===== src/rtl/poco_mem_pkg.sv =====
// poco_mem_pkg: shared FSM state type and default sizes for the poco memory access controller
//   state_t                   IDLE, SETUP, READ, WRITE, DONE
//   AW_DEF / DW_DEF           default RAM address / data widths
//   RD_WAIT_DEF / WR_WAIT_DEF default strobe lengths in cycles
//   CNT_W                     wait counter width for the default strobe lengths
package poco_mem_pkg;
    typedef enum logic [2:0] {IDLE, SETUP, READ, WRITE, DONE} state_t;
    localparam int AW_DEF      = 8;
    localparam int DW_DEF      = 8;
    localparam int RD_WAIT_DEF = 2;
    localparam int WR_WAIT_DEF = 1;
    localparam int CNT_W = $clog2(RD_WAIT_DEF > WR_WAIT_DEF ? RD_WAIT_DEF : WR_WAIT_DEF) + 1;
endpackage


===== src/rtl/wait_cnt.sv =====
// wait_cnt: loadable down-counter that saturates at zero, used to time RAM strobes
//   clk, rst  clock and asynchronous active-low reset
//   ld, val   load val (has priority over dec)
//   dec       decrement by one, holding at zero
//   zero      count is zero
module wait_cnt
    import poco_mem_pkg::*;
#(
    parameter int W = CNT_W
) (
    input  logic         clk,
    input  logic         rst,
    input  logic         ld,
    input  logic         dec,
    input  logic [W-1:0] val,
    output logic         zero
);
    logic [W-1:0] cnt;

    always_ff @(posedge clk or negedge rst)
        if (!rst)
            cnt <= '0;
        else if (ld)
            cnt <= val;
        else if (dec && cnt != '0)
            cnt <= cnt - 1'b1;

    assign zero = (cnt == '0);
endmodule


===== src/rtl/mem_access_ctrl.sv =====
// mem_access_ctrl: sequences CPU<->RAM read/write transfers with wait states
//   clk, rst               clock and asynchronous active-low reset
//   req_rd, req_wr         transfer requests, sampled in IDLE or DONE
//   addr, wdata            transfer address and write data, latched on accept
//   busy, done, err        SETUP..strobe phase / completion pulse / collision pulse
//   rdata                  last read data
//   out_ram, ram_dout      RAM address and write data pins
//   ram_oe                 io_ram tri-state enable (io_ram = ram_oe ? ram_dout : 'z)
//   ram_din                io_ram sampled value
//   r_ram, w_ram           RAM read / write strobes
module mem_access_ctrl
    import poco_mem_pkg::*;
#(
    parameter int AW      = AW_DEF,
    parameter int DW      = DW_DEF,
    parameter int RD_WAIT = RD_WAIT_DEF,
    parameter int WR_WAIT = WR_WAIT_DEF
) (
    input  logic          clk,
    input  logic          rst,
    input  logic          req_rd,
    input  logic          req_wr,
    input  logic [AW-1:0] addr,
    input  logic [DW-1:0] wdata,
    output logic          busy,
    output logic          done,
    output logic [DW-1:0] rdata,
    output logic          err,
    output logic [AW-1:0] out_ram,
    output logic [DW-1:0] ram_dout,
    output logic          ram_oe,
    input  logic [DW-1:0] ram_din,
    output logic          r_ram,
    output logic          w_ram
);
    localparam int CW = $clog2(RD_WAIT > WR_WAIT ? RD_WAIT : WR_WAIT) + 1;
    localparam logic [CW-1:0] RD_LD = CW'(RD_WAIT - 1);
    localparam logic [CW-1:0] WR_LD = CW'(WR_WAIT - 1);

    state_t state;
    logic   wr_q;
    logic   zero;

    wait_cnt #(.W(CW)) u_cnt (
        .clk  (clk),
        .rst  (rst),
        .ld   (state == SETUP),
        .dec  (state == READ || state == WRITE),
        .val  (wr_q ? WR_LD : RD_LD),
        .zero (zero)
    );

    // Outputs are assigned on the transition into each state so every pin is a flop.
    always_ff @(posedge clk or negedge rst) begin
        if (!rst) begin
            state    <= IDLE;
            wr_q     <= 1'b0;
            busy     <= 1'b0;
            done     <= 1'b0;
            err      <= 1'b0;
            r_ram    <= 1'b0;
            w_ram    <= 1'b0;
            ram_oe   <= 1'b0;
            out_ram  <= '0;
            ram_dout <= '0;
            rdata    <= '0;
        end else begin
            done <= 1'b0;
            err  <= 1'b0;
            case (state)
                IDLE, DONE: begin
                    ram_oe <= 1'b0;
                    if (req_rd ^ req_wr) begin
                        state   <= SETUP;
                        busy    <= 1'b1;
                        wr_q    <= req_wr;
                        out_ram <= addr;
                        // Write data goes onto the bus a cycle ahead of w_ram.
                        ram_oe  <= req_wr;
                        if (req_wr)
                            ram_dout <= wdata;
                    end else begin
                        state <= IDLE;
                        err   <= req_rd & req_wr;
                    end
                end
                SETUP: begin
                    state <= wr_q ? WRITE : READ;
                    r_ram <= ~wr_q;
                    w_ram <= wr_q;
                end
                READ:
                    if (zero) begin
                        state <= DONE;
                        r_ram <= 1'b0;
                        busy  <= 1'b0;
                        done  <= 1'b1;
                        rdata <= ram_din;
                    end
                WRITE:
                    // ram_oe stays high into DONE to hold data past the w_ram edge.
                    if (zero) begin
                        state <= DONE;
                        w_ram <= 1'b0;
                        busy  <= 1'b0;
                        done  <= 1'b1;
                    end
                default: state <= IDLE;
            endcase
        end
    end
endmodule

===== config.mk =====
export PLATFORM = sky130hd
export DESIGN_NAME = mem_access_ctrl
export DESIGN_NICKNAME = d
export VERILOG_FILES = /design/src/rtl/poco_mem_pkg.sv /design/src/rtl/wait_cnt.sv /design/src/rtl/mem_access_ctrl.sv
export SDC_FILE = /design/constraint.sdc
export NUM_CORES = 1
export LEC_CHECK = 0
export ABC_AREA = 1
export CELL_PAD_IN_SITES_DETAIL_PLACEMENT = 1
export CELL_PAD_IN_SITES_GLOBAL_PLACEMENT = 2
export CORE_UTILIZATION = 25
export DETAILED_ROUTE_END_ITERATION = 6
export PLACE_DENSITY = 0.79
export SLEW_MARGIN = 40
export SYNTH_ARGS = -nofsm -noshare
export SYNTH_HDL_FRONTEND = slang
export SYNTH_SLANG_ARGS = --single-unit

===== constraint.sdc =====
create_clock -name clk -period 1.6 [get_ports clk]
set_input_delay 0.4 -clock clk [delete_from_list [all_inputs] [get_ports clk]]
set_output_delay 0.4 -clock clk [all_outputs]
set_load 0.02 [all_outputs]

==> results.tsv <==
metric	value	unit
worst-setup-path-type	in -> reg	
io_buffers	57	
syn_inst	156	
cts_max_level	2	
grt_usage	13.1	%
cts_root_buffer	clkbuf_8	
setup_viol	0	
drv_slew	0	
rsz0062_at_grt	false	
avgSynthCellArea	9.56	sq um
worstSetupStartpointType	primary input	
synth_compound_area_share	2.27	%
dr.first_iter.drc_count	50	
maxCapViolCount	0	
synth-seq-cells	36	
final_area	0.00226	sq mm
synth_top_family_by_area	simple AND/OR/NAND/NOR gates	
layout_min_cycle_time	1.44	ns
setup_ws	0.164	ns
rows	27	
synth_area_leaders	dfrtp_1 60%, nand2_1 14%, nand3_1 9.4%, ha_1 2.5%, inv_1 2.0%	
clk_latency	0.28	ns
peakVddDrop	0.617	mV
synthSimpleGateAreaFrac	31.1	%
fin_crit_sh	89.7	%
n_antenna_cell	0	
grt_antenna_before_repair	0	
p_leak	1.19	nW
ys_types	22	
hold_buffers	0	
syn_to_final_growth	51.8	%
grt_pass1_vias	1369	
grt_pass1_wl	6390	um
initial_core_util	26.4	%
place_ws	-0.146	ns
dp.final_hpwl	2690	um
cts_tree	done	
yosys_warnings	0	
synth_top_area_share	60.4	%
critPathMaxFanout	8	
final_nets	255	
multi_input_area	536	sq um
cts.sinks	36	
yosysTopAreaCell	dfrtp_1	
ys_seq_area_share	60.4	%
skew	0.00483	ns
clk_path_buf_depth	2	
io-pin-count	58	
min_path_type	in -> async	
crit_required	1.77	ns
slew_headroom	70.6	%
status	finished clean	
most-common-layout-cells	57 x nand2_1, 36 x dfrtp_1, 30 x dlygate4sd2_1	
gp_congestion	0.735	
drc_errors	0	
wl_per_cell	12.2	um
synth-xor-area-share	0	%
tns	0	ns
fillers	655	
cts_inserted_buffers	5	
synth_area	0.00149	sq mm
critPathCaptureType	register	
die_area	0.00628	sq mm
synth_fp_nets	187	
worst_pin_slew	0.441	ns
clk_pin_slew	0.07	ns
num_vias	1283	
layout_commonest_cell	nand2_1	
drt-total-wl	3630	um
die_x	79.2	um
grt-ovfl-total	0	
power.density	1880	mW/mm^2
synthMuxAreaShare	0	%
hold_viol_final	0	
seq_area	901	sq um
max_clock_freq	696	MHz
die_h	79.2	um
dpl_cell_area	0.00221	sq mm
core_area	0.00564	sq mm
first_pass_iters	4	
drt-vias-per-instance	4.32	
postRouteAntennaNets	0	
grt_max_degree	21	
layout-drive-gt1-share	10.2	%
synthAdderAreaFrac	2.52	%
worstPathArrival	1.61	ns
-- state kept, by name, indices dropped and copies added (netlist names) --
signal     flops
w_ram          1
u_cnt.cnt      2
busy           1
ram_oe         1
rdata          8
done           1
wr_q           1
r_ram          1
err            1
ram_dout       8
out_ram        8
state          3
-- worst max-delay path, cell delays in order --
cell and delay, ns:
clkdlybuf4s50_1 0.47, inv_1 0.05, ha_1 0.28, clkinv_1 0.06
nand2_1 0.06, buf_4 0.17, nand2_1 0.06, nand2_1 0.05
-- synth_stat cells --
cell type	instances
clkbuf_1	1
ha_1	3
nand3_1	28
buf_4	1
nand3_2	2
nor2_8	1
nor3b_1	1
buf_2	2
nor2_1	3
o211ai_1	1
clkinv_1	1
dfrtp_1	36
nand2_4	2
o22ai_1	1
nor3_1	1
a21oi_1	1
o21ai_0	2
nand2_1	57
o21ai_1	1
nor2_4	1
inv_1	8
nand2_2	2
-- layout make-up --
class,count,area share [%]
Timing Repair Buffer,65,27.1
Tap cell,72,3.98
Multi-Input combinational cell,107,23.7
Clock buffer,8,3.98
Sequential cell,36,39.8
Inverter,9,1.49
-- power by group --
part           switching [W]  leakage, nW  internal [W]  total [W]
combinational        0.00128        0.695      0.000754    0.00203
sequential          0.000237        0.447       0.00133    0.00157
clock               0.000301       0.0455      0.000351   0.000652
total                0.00182         1.19       0.00244    0.00425
-- timing repair --
action	4_1_cts	5_1_grt
gates resized for setup	30	0
setup endpoints to repair	30	0
setup buffers	0	0
-- metal layers --
| layer | up-vias | wire length [um] | track usage [%] |
|---|---|---|---|
| met3 | 4 | 258 | 4.48 |
| li1 | 636 | - | - |
| met4 | 0 | 24 | 3.82 |
| met1 | 595 | 1730 | 16.1 |
| met2 | 48 | 1620 | 21.5 |
| met5 | - | 0 | 0 |
-- cell families (layout without fill, tap and decap cells) --
logic type,after synthesis,count (layout)
and+or+nand+nor,98,98
DFF,36,36
buffers and inverters,13,82
AOI/OAI and AO/OA,6,6
adders and majority gates,3,3
-- stage by stage --
step                      total power (W)  instances  hold slack [ns]  util, %
after global placement            0.00388        289            0.374     39.2
after global routing              0.00461        297           0.0799     40.1
after detailed placement          0.00391        289            0.377     39.2
after floorplan                   0.00285        156            0.104        -
final                             0.00425        297           0.0522     40.1
after CTS                         0.00435        297           0.0672     40.1
-- worst paths after layout --
kind | cells after the start | from | slack (ns) | endpoint
min in group clk | 2 | rdata[4] | 0.47 | rdata[4]
max in group asynchronous | 2 | rst | 1.09 | out_ram[7]
setup reg to reg | 6 | u_cnt.cnt[0] | 0.24 | u_cnt.cnt[1]
setup / recovery | 8 | req_rd | 0.16 | out_ram[1]
hold / removal | 1 | rst | 0.05 | rdata[4]
hold reg to reg | 2 | rdata[4] | 0.47 | rdata[4]
Note: power is estimated with default switching activity, not from simulation.
